$ cat src/rtl/chunked_addsub_pkg.sv
// Shared types and sizing helpers for the chunked add/subtract unit.
package chunked_addsub_pkg;

    typedef enum logic [1:0] {
        StIdle = 2'd0,
        StRun  = 2'd1,
        StDone = 2'd2
    } state_e;

    localparam int unsigned DefaultWidth  = 16;
    localparam int unsigned DefaultChunk  = 4;

    function automatic int unsigned calc_nchunk(input int unsigned width, input int unsigned chunk);
        return width / chunk;
    endfunction

    // A single-chunk configuration still needs a 1-bit index register.
    function automatic int unsigned calc_idx_w(input int unsigned nchunk);
        return (nchunk <= 1) ? 1 : $clog2(nchunk);
    endfunction

    localparam int unsigned NCHUNK = calc_nchunk(DefaultWidth, DefaultChunk);
    localparam int unsigned IDX_W  = calc_idx_w(NCHUNK);

endpackage

$ cat src/rtl/chunked_addsub_adder_slice.sv
// CHUNK-bit ripple-carry slice; exports the carry into its top bit for overflow detection.
module adder_slice #(
    parameter int unsigned CHUNK = 4
) (
    input  logic [CHUNK-1:0] x,
    input  logic [CHUNK-1:0] y,
    input  logic             ci,
    output logic [CHUNK-1:0] s,
    output logic             co,
    output logic             c_msb_in
);

    logic [CHUNK:0] c;

    always_comb begin
        c    = '0;
        s    = '0;
        c[0] = ci;
        for (int i = 0; i < CHUNK; i++) begin
            s[i]   = x[i] ^ y[i] ^ c[i];
            c[i+1] = (x[i] & y[i]) | (c[i] & (x[i] ^ y[i]));
        end
    end

    assign co       = c[CHUNK];
    assign c_msb_in = c[CHUNK-1];

endmodule

$ cat src/rtl/chunked_addsub.sv
// Multi-cycle add/subtract: one CHUNK-bit slice reused across NCHUNK clocks per operation.
module chunked_addsub
    import chunked_addsub_pkg::*;
#(
    parameter int unsigned WIDTH = DefaultWidth,
    parameter int unsigned CHUNK = DefaultChunk
) (
    input  logic             clk,
    input  logic             reset,
    input  logic             start,
    input  logic             sub,
    input  logic [WIDTH-1:0] a,
    input  logic [WIDTH-1:0] b,
    input  logic             cin,
    output logic             busy,
    output logic             done,
    output logic [WIDTH-1:0] sum,
    output logic             cout,
    output logic             overflow
);

    localparam int unsigned NChunk = calc_nchunk(WIDTH, CHUNK);
    localparam int unsigned IdxW   = calc_idx_w(NChunk);
    localparam logic [IdxW-1:0] LastIdx = IdxW'(NChunk - 1);

    if (CHUNK == 0 || (WIDTH % CHUNK) != 0) begin : g_bad_width
        $error("chunked_addsub: WIDTH must be a non-zero multiple of CHUNK");
    end

    state_e           state_q, state_d;
    logic [IdxW-1:0]  idx_q, idx_d;
    logic [WIDTH-1:0] a_q, a_d;
    logic [WIDTH-1:0] b_q, b_d;
    logic             carry_q, carry_d;
    logic [WIDTH-1:0] sum_q, sum_d;
    logic             cout_q, cout_d;
    logic             ovf_q, ovf_d;

    logic [CHUNK-1:0] slice_x, slice_y, slice_s;
    logic             slice_co, slice_c_msb;

    assign slice_x = a_q[idx_q*CHUNK +: CHUNK];
    assign slice_y = b_q[idx_q*CHUNK +: CHUNK];

    adder_slice #(
        .CHUNK (CHUNK)
    ) u_slice (
        .x        (slice_x),
        .y        (slice_y),
        .ci       (carry_q),
        .s        (slice_s),
        .co       (slice_co),
        .c_msb_in (slice_c_msb)
    );

    always_comb begin
        state_d = state_q;
        idx_d   = idx_q;
        a_d     = a_q;
        b_d     = b_q;
        carry_d = carry_q;
        sum_d   = sum_q;
        cout_d  = cout_q;
        ovf_d   = ovf_q;
        unique case (state_q)
            StIdle, StDone: begin
                if (start) begin
                    // Subtraction as a + ~b + ~borrow keeps one adder for both operations.
                    a_d     = a;
                    b_d     = sub ? ~b : b;
                    carry_d = sub ? ~cin : cin;
                    idx_d   = '0;
                    state_d = StRun;
                end else begin
                    state_d = StIdle;
                end
            end
            StRun: begin
                sum_d[idx_q*CHUNK +: CHUNK] = slice_s;
                carry_d = slice_co;
                idx_d   = idx_q + 1'b1;
                if (idx_q == LastIdx) begin
                    cout_d  = slice_co;
                    ovf_d   = slice_co ^ slice_c_msb;
                    idx_d   = '0;
                    state_d = StDone;
                end
            end
            default: state_d = StIdle;
        endcase
    end

    always_ff @(posedge clk) begin
        if (reset) begin
            state_q <= StIdle;
            idx_q   <= '0;
            a_q     <= '0;
            b_q     <= '0;
            carry_q <= 1'b0;
            sum_q   <= '0;
            cout_q  <= 1'b0;
            ovf_q   <= 1'b0;
        end else begin
            state_q <= state_d;
            idx_q   <= idx_d;
            a_q     <= a_d;
            b_q     <= b_d;
            carry_q <= carry_d;
            sum_q   <= sum_d;
            cout_q  <= cout_d;
            ovf_q   <= ovf_d;
        end
    end

    assign busy     = (state_q == StRun);
    assign done     = (state_q == StDone);
    assign sum      = sum_q;
    assign cout     = cout_q;
    assign overflow = ovf_q;

endmodule

$ cat config.mk
export PLATFORM = sky130hd
export DESIGN_NAME = chunked_addsub
export DESIGN_NICKNAME = d
export VERILOG_FILES = /design/src/rtl/chunked_addsub_pkg.sv /design/src/rtl/chunked_addsub_adder_slice.sv /design/src/rtl/chunked_addsub.sv
export SDC_FILE = /design/constraint.sdc
export NUM_CORES = 1
export LEC_CHECK = 0
export BUFFER_PORTS_ARGS = -buffer_cell sky130_fd_sc_hd__buf_4
export CAP_MARGIN = 20
export CORE_AREA = 2 2 58 114
export DETAILED_ROUTE_END_ITERATION = 8
export DIE_AREA = 0 0 60 116
export PLACE_DENSITY_LB_ADDON = 0.15
export SLEW_MARGIN = 0
export SYNTH_ARGS = -nofsm -noshare
export SYNTH_HDL_FRONTEND = slang
export SYNTH_HIERARCHICAL = 1
export SYNTH_SLANG_ARGS = --single-unit
export TNS_END_PERCENT = 30
$ cat constraint.sdc
create_clock -name clk -period 5.3 [get_ports clk]
set_clock_uncertainty 0.05 [all_clocks]
set_input_delay 0.53 -clock clk [delete_from_list [all_inputs] [get_ports clk]]
set_output_delay 0.53 -clock clk [all_outputs]
set_load 0.01 [all_outputs]
==> flow_results.org, run 1 <==
** Clocking
- Counting along the longest clock path gives a buffer depth of 2.
- The tree built by TritonCTS fans out to 55 sinks.
- The tree is rooted in a clkbuf_16.
- Number of buffers created by CTS :: 5
- Once the clock tree was built, the setup fixing pass inserted 0 buffers.
- CTS tree :: yes
- For the worst-skew pair, the clock arrives at the later sink with an insertion delay of approximately 0.29 ns.
- Count of cells resized by post-cts repair :: 0
- # hold bufs at CTS :: 0
- Clock input transition at the sequential cells of the worst setup and hold paths :: 0.07 ns
- H-Tree Level Count :: 2

** Finish
- Fraction of layout instances using a drive strength above 1 :: a little over a quarter
- The repair_antennas step left the layout with diodes totalling 0.
- Area taken by flip-flops and latches :: 0.00110 mm^2
- Fillcell total :: around 580
- In the final layout, the multi-input gates occupy 0.00137 mm^2.
- Layout-stage area growth over the synthesis result :: 22.3%
- The net count of the finished layout is between 300 and 400.
- Post-layout util :: a little over half

** Floorplan
- I/O pin count :: 57
- Row generation in the floorplan step produced 40 rows.
- For this configuration, the core starts out at a cell density of a little over two fifths.
- Width of the die :: about 60 um
- In this run the vertical extent of the chip is ~120 um.
- The die covers about 0.007 mm^2.
- The floorplan step defined a core boundary enclosing 0.00606 mm^2.

** GRT
- Global-route wire length before repair :: 9250 um
- Maximum number of pins on one net before global-route repair :: 60
- Global routing used between 15 and 20% of the available tracks.
- Sum of overflow across all layers after global routing :: 0
- Number of global-route vias before repair :: approximately 2.0k
- Initial antenna violation count :: 0

** Place
- Summed over all nets, the half-perimeter wirelength after detailed placement is roughly 4200 um.
- The congestion estimate from routability-driven global placement came to between 0.8 and 0.9.
- During placement, the flow inserted port buffers numbering 56.

** Job
- Max-cap violations in this run came to 0.

** STA
- Setup violation total in the final timing report :: 0
- Time the final worst path needs with I/O delays and setup :: 3.02 ns
- The max-slew violation count is 0.
- Number of hold-slack violations in the final timing report :: 0
- Setup TNS :: 0 ns
- Relative slew slack :: about half
- The worst path uses ~57% of the clock period.
- Transition time of the tightest slew-check pin :: around 0.73 ns
- Top achievable clock speed :: approximately 330 MHz
- Setup repair after global routing left no endpoint under its margin.

** Synth
- Sequential cell area fraction in the yosys report :: 41.4%
- Number of distinct library cells after synthesis :: 38
- After synthesis, the largest family of logic cells by area is simple AND/OR/NAND/NOR gates.
- Mapped Nets :: between 300 and 400
- Measured against the total synthesized area, the mux share comes to around 6.8%.
- After synthesis, the mean cell area works out to around 9.6 um^2.
- Of the total synthesized cell area, the portion taken by AND, OR, NAND and NOR gates is 17.9%.
- Summing the areas of all compound-gate instances in the mapped netlist gives ~15% of the synthesized area.
- After synthesis, the cell types taking the most area are dfxtp_1, mux4_2, nand2_1.
- Of the total synthesized cell area, the portion taken by XOR and XNOR cells is between 5 and 6%.
- Adder-cell area share of the yosys netlist :: just under 6%
- Fraction of synthesized cell area taken by the top area cell type :: between 40 and 50%
- The synthesized design spends more area on one cell type than any other, namely dfxtp_1.
- Yosys printed 6 warnings.
- Post-synth design cell area :: around 0.0027 mm^2
- After synthesis the netlist holds a flip-flop and latch count of 55.
- Cell count after synthesis :: roughly 280

** Worst setup path
- At the worst endpoint, the required time is between 5 and 6 ns.
- Arrival time reported for the critical path endpoint :: 3.19 ns
- The critical path is of the reg2reg type.
- STA classifies the critical path endpoint as a register.
- R2r startpoint :: idx_q[0]
- Critical path peak fanout :: 18
- STA classifies the critical path startpoint as a register.
- Tracing the worst setup path back leads to its startpoint at idx_q[0].
- For flop-to-flop paths, the worst setup slack is roughly 2.3 ns.

** Routing
- Dividing the detail-routed via count by the number of cells gives a little over 5.
- The detailed router put a total of 2210 um of wire on met1.
- Uppermost metal layer occupied by signal nets :: met4
- In this run the remaining antenna-violating nets after routing total 0.
- Met2 routed wirelength :: 3130 um
- The first detailed-routing pass ran for 4 iterations.
- Number of vias after detailed routing :: around 2.1k
- Met3 WL post-DR :: around 200 um
- Wires add up to roughly 5800 um.
- In the routed design, unresolved DRC markers number 0.
- In this run, the number of DRC markers left after iteration 0 of detailed routing was 73.
- Routed wirelength normalized by instance count :: ~14 um

** Power
- Power density over the cells :: slightly below 300 mW/mm^2
- Leakage power :: 1.25 nW
- Total power for the finished layout comes to approximately 0.00097 W.
- Worst IR Drop VDD :: between 200 and 300 uV

** Run status
- Run status :: complete, no violations

** Hold path
- In this run the most critical hold path is launched from sum[10].
- Kind of path behind the tightest hold check :: reg2reg
[where the power goes]
group	internal, W	switching (W)
clock	0.000220	0.000137
sequential	0.000436	0.0000152
combinational	0.0000743	0.0000861
[path summary, 6_finish.rpt]
kind,end,cells past startpoint
worst min-delay path,sum[10],2
worst max register to register,sum[15],10
worst max-delay path,sum[15],10
worst min register to register,sum[10],2
[sequential cells by signal, summed over array words and instances (netlist names)]
register  cells
carry_q       1
overflow      1
cout          1
idx_q         2
a_q          16
sum          16
b_q          16
state_q       2
[cells by family after synthesis]
| group | Yosys count |
|---|---|
| AO/OA/AOI/OAI | 55 |
| XOR/XNOR | 18 |
| adder cells (fa/ha/maj) | 10 |
| buffers and inverters | 38 |
| flip-flops | 55 |
| multiplexers | 8 |
| AND/OR/NAND/NOR | 94 |
[per-stage QoR]
| step | setup WS [ns] | area [um^2] | std cells | hold slack (ns) |
|---|---|---|---|---|
| after floorplan | 2.39 | 2660 | 278 | 0.383 |
| after CTS | 2.29 | 3240 | 407 | 0.406 |
| after global placement | 2.37 | 3080 | 400 | 0.390 |
| final | 2.28 | 3260 | 408 | 0.401 |
| after detailed placement | 2.31 | 3080 | 400 | 0.397 |
| after global routing | 2.07 | 3260 | 408 | 0.425 |
[layer usage]
layer  vias to the layer above  track usage (%)
met5                         -                0
met4                         0             10.2
met3                        16             3.91
met2                        49             31.2
met1                       972             19.4
li1                       1044                -
[critical path, cell delays in order, from the launching register on]
cell     delay (ns)
dfxtp_1        0.31
buf_4          0.28
mux4_2         0.57
fa_1           0.43
inv_1          0.08
fa_1           0.18
fa_1           0.17
inv_1          0.07
fa_1           0.55
nand4_1        0.11
a21oi_1        0.16
[cell usage after synthesis]
library cell	instances
nand3b_1	3
nor3_1	1
and2b_1	1
dfxtp_1	55
a211oi_2	10
o32ai_1	8
nor3b_1	1
nand2_1	42
buf_6	5
nor2b_1	1
a21oi_1	28
buf_2	8
a31oi_1	1
nand4_2	1
nand3_1	4
o21ai_0	1
inv_2	1
xnor2_1	16
inv_1	18
mux4_2	8
and2_1	1
nor4b_4	1
a22oi_1	1
xor2_1	2
clkbuf_1	4
ha_1	6
nor4b_2	1
nand2b_1	5
buf_1	1
clkbuf_4	1
fa_1	4
nand4_1	8
nor2b_2	1
a211oi_1	6
nor4b_1	1
nor2_1	20
nand2b_2	1
and3b_1	1
[placed cells by master (no fill, tap or decap), drive strengths merged, types with 9 or more instances in the layout]
cell type   n
inv        19
nor2       20
a21oi      28
nand4       9
nand2      42
a211oi     16
xnor2      16
dfxtp      55
buf        58
[area by class of cell]
type | count | area share [%]
multi-input cells | 185 | 42.1
clock inverters | 1 | 0.922
repair buffers | 58 | 13.8
inverters | 19 | 2.19
flip-flops and latches | 55 | 33.8
clock buffers | 6 | 3.96
well taps | 84 | 3.23
Power figures use the tool's default switching activity.
==> inputs of run 2 (changes only) <==
Clock period 5.3 ns to 2.7 ns, I/O delays scaled along.
==> flow_results.org, run 2 (synthesis gave the netlist of run 1 again) <==
** Run status
- Run status :: complete, no violations

** Clocking
- Clock input transition at the sequential cells of the worst setup and hold paths :: approximately 0.070 ns
- In this run, CTS created clock tree buffers numbering 5.
- TritonCTS built the clock tree.
- At the later pin of the worst-skew pair, clock insertion delay measures 0.29 ns.
- # hold bufs at CTS :: 0
- Post-CTS setup repair buffer count :: 0
- In this run the number of H-tree levels came out at 2.
- Clock Sinks :: 55
- The longest clock path from root to sink contains 2 buffers.
- The tree is rooted in a clkbuf_16.

** Worst setup path
- STA classifies the critical path endpoint as a register.
- Of all nets on the critical path, the largest fanout is 4.
- Grouping stages by cell kind, the critical path spends the most delay in adder cells.
- Measured in cells, the most critical reg-to-reg path has a length of 9.
- Data arrives at the worst endpoint at about 2.8 ns.
- Critical Path Start Type :: register
- R2r startpoint :: idx_q[0]
- In this design, the critical path's most frequently occurring cell is fa_2.
- The worst register-to-register path ends at sum[15].
- The critical path goes through mux4_2 > fa_2 > inv_2 > fa_2 > fa_2 > inv_2 > fa_2 > nand4_1 > a21oi_1.
- The setup path with the least slack is of type reg2reg.
- The critical path contains buffers and inverters numbering 2 combined.
- Cell with the biggest individual delay on the critical path :: fa_2
- Reg-to-reg slack, setup :: approximately 0.026 ns
- Data required time of the worst path :: 2.86 ns
- For this run, the slowest stage of the critical path takes 0.57 ns.

** STA
- Of the available clock period, the critical path in the final layout requires between 90% and 100%.
- The worst pin sits at a relative slew slack of 53.7%.
- Setup total negative slack on the finished layout was measured at 0 ns.
- For the finished layout, the period the worst path requires is roughly 2.7 ns.
- The number of hold violations in the final report came to 0.
- Unrepaired setup endpoints after global routing :: true
- The max-slew violation count was 0.
- Transition time of the tightest slew-check pin :: between 0.6 and 0.7 ns
- Top achievable clock speed :: roughly 370 MHz
- Setup violation total in the final timing report :: 0

** Finish
- Most frequent cells in the layout :: buf_4, dfxtp_1, nand2_1
- Post-layout util :: 54.3%
- Layout-stage area growth over the synthesis result :: 23.4%
- The post-route netlist has between 30% and 40% of its cells at a drive strength greater than 1.
- Final antenna diode count :: 0
- Once layout is complete, the cells apart from fillers number around 410.
- Leaving out fill and tap cells, the most frequent cell in the layout is buf_4.
- After the last flow step, the layout net total stands at around 370.

** Routing
- The detailed router finished its first iteration with between 70 and 80 violations.
- In this run the remaining antenna-violating nets after routing total 0.
- Across all layers, the routed design uses 2083 vias.
- In the routed layout, each cell is associated on average with a via count of around 5.1.
- For this run, design rule violations remaining after detail routing come to 0.
- Routed wirelength normalized by instance count :: around 14 um
- Pre-Repair DR Iteration Count :: 4
- Total Wirelength :: between 5000 and 6000 um

** GRT
- Global-route wire length before repair :: ~9000 um
- Maximum number of pins on one net before global-route repair :: 60
- In the global route stage, overall resource usage came out at approximately 17%.
- Number of global-route vias before repair :: about 1.9k
- The number of antenna violations at the first check in global routing came to 0.
- Sum of overflow across all layers after global routing :: 0

** Floorplan
- Pin placement for this block handled 57 I/O pins.
- The die covers just under 0.007 mm^2.
- In this run the core area contains 40 standard-cell rows.
- The die is 116 um tall.
- Width of the die :: 60 um
- Core box area :: 0.00606 mm^2
- Starting Density :: roughly 44%

** Place
- Number of cells after detailed placement :: about 400
- Once detailed placement completed, the half-perimeter wirelength came to 4220 um.
- Final RePlAce weighted congestion :: ~0.85
- Number of port buffers :: 56

** Hold path
- The path class of the tightest hold or removal check is in2reg.
- The worst hold path begins at a[13].
- Hold worst-path end :: a_q[13]
- Cells on Worst Hold Path :: 3

** Power
- Power density over the cells :: 561 mW/mm^2
- Leakage power :: 1.26 nW
- Across the VDD grid, the largest voltage drop is 277 uV.

** Job
- Max-capacitance violation count :: 0
[run 2: cell count changes in the layout (fill, tap and decap cells not counted), sizes merged]
| cell | previous run | this run |
|---|---|---|
| bufinv | 1 | 0 |
| clkinv | 0 | 2 |
| clkinvlp | 0 | 1 |
| clkbuf | 6 | 5 |
| buf | 58 | 61 |
[run 2: routing by layer]
metal	global-route usage [%]	part of all wire, %
met1	18.2	38
met2	31.1	55
met3	2.68	3.0
met4	8.59	3.8
met5	0	0
[run 2: cell type report]
class                   count  area [um^2]
clock buffers               5          125
clock inverters             3         25.0
fillers                   605         2770
inverters                  19         71.3
multi-input cells         185         1400
flip-flops and latches     55         1100
well taps                  84          105
repair buffers             61          458
[run 2: worst register-to-register path: stages (launching register included)]
cell     delay [ns]
dfxtp_4        0.37
mux4_2         0.52
fa_2           0.37
inv_2          0.06
fa_2           0.19
fa_2           0.19
inv_2          0.05
fa_2           0.57
nand4_1        0.10
a21oi_1        0.14
[run 2: stage by stage]
| stage | worst slack, ns | hold WS, ns | total power (W) | instance area (um^2) |
|---|---|---|---|---|
| floorplan | -0.108 | 0.356 | 0.00113 | 2680 |
| global placement | 0.0562 | 0.390 | 0.00122 | 3120 |
| detailed placement | -0.00640 | 0.395 | 0.00123 | 3120 |
| CTS | 0.00194 | 0.169 | 0.00186 | 3280 |
| global route | -0.0868 | 0.173 | 0.00193 | 3290 |
| finish | 0.0262 | 0.171 | 0.00184 | 3290 |
[run 2: how the worst max path moves through the flow]
stage               slack, ns  cells past startpoint       to      from
floorplan               -0.11                     11  sum[11]  idx_q[0]
global placement         0.06                      9  sum[11]  idx_q[0]
detailed placement     -0.006                      9   sum[3]  idx_q[0]
CTS                     0.002                      9   sum[7]  idx_q[0]
global route            -0.09                      9  sum[11]  idx_q[0]
finish                   0.03                      9  sum[15]  idx_q[0]
[run 2: what timing repair did]
action | in CTS | in global routing
pin swaps | 0 | 4
endpoints found under the hold margin | 0 | 0
gates resized for setup | 2 | 1
endpoints found under the setup margin | 1 | 5
[run 2: where the power goes]
| group | internal, W | total, W | switching [W] |
|---|---|---|---|
| clock | 0.000347 | 0.000634 | 0.000288 |
| sequential | 0.000856 | 0.000884 | 0.0000286 |
| combinational | 0.000152 | 0.000325 | 0.000173 |
==> inputs of run 3 (changes only) <==
Settings changed: CELL_PAD_IN_SITES_DETAIL_PLACEMENT set to 0, CELL_PAD_IN_SITES_GLOBAL_PLACEMENT set to 1, CORE_AREA 2 2 58 114 to 2 2 63 125, DIE_AREA 0 0 60 116 to 0 0 65 127.
==> flow_results.org, run 3 (synthesis gave the netlist of run 1 again) <==
** Run status
- The run finished with clean final reports.

** Routing
- Detailed-routing wirelength on met1 :: between 2000 and 2500 um
- Dividing the detail-routed via count by the number of cells gives just under 5.
- Pre-Repair DR Iteration Count :: 4
- Met3 WL post-DR :: 197 um
- After the first detailed-routing iteration, the DRC count stood at around 100.
- For this run, design rule violations remaining after detail routing come to 0.
- Total Wirelength :: about 6000 um
- After detailed routing, the average wire length per cell comes to roughly 15 um.
- Number of vias after detailed routing :: between 2k and 2.5k
- Detailed routing placed a total of ~3500 um of wire on met2.
- Once detail routing completed, the nets flagged for antenna violations numbered 0.
- Signal routing reaches up to met4.

** Clocking
- Once the clock tree was built, the setup fixing pass inserted 0 buffers.
- Number of buffers created by CTS :: 5
- Insertion delay to the later sink of the worst-skew pair :: ~0.3 ns
- Clock-pin slew was measured on the worst setup and hold paths at around 0.060 ns.
- The number of gates resized after CTS was 0.
- Clock Sinks :: 55
- In this run, post-CTS hold repair placed 0 buffers.
- Clock Tree Root :: clkbuf_16
- In this run the deepest clock path goes through 2 buffers.
- The clock tree synthesis step divided the H-tree into 2 levels.
- TritonCTS built the clock tree.

** Floorplan
- Row generation in the floorplan step produced 44 rows.
- Measured along the x axis, the die boundary spans roughly 65 um.
- During I/O placement, the number of pins put on the boundary was 57.
- The die is approximately 130 um tall.
- In this run the standard cell core region covers just over 0.007 mm^2.
- Once the floorplan was initialized, standard cells occupied between 30 and 40% of the core.
- Die footprint :: around 0.0083 mm^2

** STA
- Tightest hold margin :: approximately 0.17 ns
- After layout, the worst path uses 98.0% of the clock period.
- The max-slew violation count came to 0.
- Relative slew slack :: roughly 55%
- Number of hold-slack violations in the final timing report :: 0
- Unrepaired setup endpoints after global routing :: true
- Counting I/O delays and the setup requirement, the final critical path takes 2.65 ns.
- Transition time of the tightest slew-check pin :: approximately 0.67 ns
- Top achievable clock speed :: approximately 380 MHz
- Setup violation total in the final timing report :: 0

** GRT
- Sum of overflow across all layers after global routing :: 0
- The number of global-route vias before repair was 2096.
- Global routing consumed, over all layers together, around 16% of the routing resources.
- Maximum number of pins on one net before global-route repair :: 60
- The number of antenna violations at the first check in global routing was 0.
- The first global-routing pass estimated around 9900 um of wire.

** Finish
- Fraction of layout instances using a drive strength above 1 :: a little under a third
- For this run, the number of standard cells in the final layout without fillers is 421.
- For this run, the post-layout net count is 375.
- Final antenna diode count :: 0
- Cell area after layout :: 0.00330 mm^2
- Most frequent cells in the layout :: buf_4, dfxtp_1, nand2_1
- Layout-stage area growth over the synthesis result :: 23.8%
- Leaving out fill and tap cells, the most frequent cell in the layout is buf_4.

** Power
- Power density over the cells :: 575 mW/mm^2
- Total power after layout :: approximately 0.0019 W
- Leakage power :: approximately 1.3 nW
- Across the VDD grid, the largest voltage drop is around 330 uV.

** Place
- Dpl hpwl :: about 4600 um
- Once placement finished, the instance area stood at about 0.0031 mm^2.
- Port buffering added between 50 and 60 buffers.
- Number of cells after detailed placement :: 413
- Final RePlAce weighted congestion :: 0.758

** Job
- Max-capacitance violation count :: 0

** Worst setup path
- Endpoint type of the worst setup path :: register
- Data required time of the worst path :: roughly 2.9 ns
- Arrival time reported for the critical path endpoint :: between 2 and 3 ns
- Critical Path Start Type :: register
- Of all nets on the critical path, the largest fanout is 4.
- Kind of critical path :: reg2reg

** Hold path
- The tightest min-delay check is of the in2reg type.
[run 3: cell types whose count changed in the layout (fill, tap and decap cells not counted), sizes merged]
cell and change:
clkbuf +3, clkinvlp -1, clkinv -2, buf +1
[run 3: layout make-up]
class	instances	area, um^2
clock buffer	8	156
timing repair buffer	62	465
fill	722	3920
inverter	19	71.3
multi-input combinational	185	1380
sequential	55	1100
tap	92	115
[run 3: power breakdown]
group / total [W] / switching, W / internal, W
registers: 0.000884 / 0.0000285 / 0.000856
logic: 0.000328 / 0.000177 / 0.000151
clock network: 0.000682 / 0.000286 / 0.000396
[run 3: per-stage QoR]
| stage | TNS [ns] | utilization [%] | setup slack, ns |
|---|---|---|---|
| after global placement | 0 | 43.5 | 0.0649 |
| final | 0 | 45.7 | 0.0548 |
| after detailed placement | 0 | 43.5 | 0.0288 |
| after global routing | -0.138 | 45.7 | -0.0631 |
| after CTS | 0 | 45.7 | 0.0176 |
| after floorplan | -0.452 | - | -0.108 |
[run 3: critical path, stage by stage (launching register included)]
cell and delay [ns]:
dfxtp_4 0.37, mux4_2 0.52, fa_2 0.37, inv_2 0.06, fa_2 0.19, fa_2 0.19
inv_2 0.05, fa_2 0.55, nand4_1 0.09, a21oi_1 0.15
[run 3: final timing paths]
| path | end | startpoint | cells after the start | slack, ns |
|---|---|---|---|---|
| worst min-delay path | a_q[14] | a[14] | 3 | 0.17 |
| worst min register to register | sum[9] | sum[9] | 2 | 0.40 |
| worst max-delay path | sum[15] | idx_q[0] | 9 | 0.05 |
| worst max register to register | sum[15] | idx_q[0] | 9 | 0.05 |
[run 3: metal layers]
layer | up-vias | global-route usage (%)
met4 | 0 | 9.14
li1 | 1055 | -
met5 | - | 0
met1 | 973 | 15.2
met2 | 43 | 30.5
met3 | 13 | 3.08
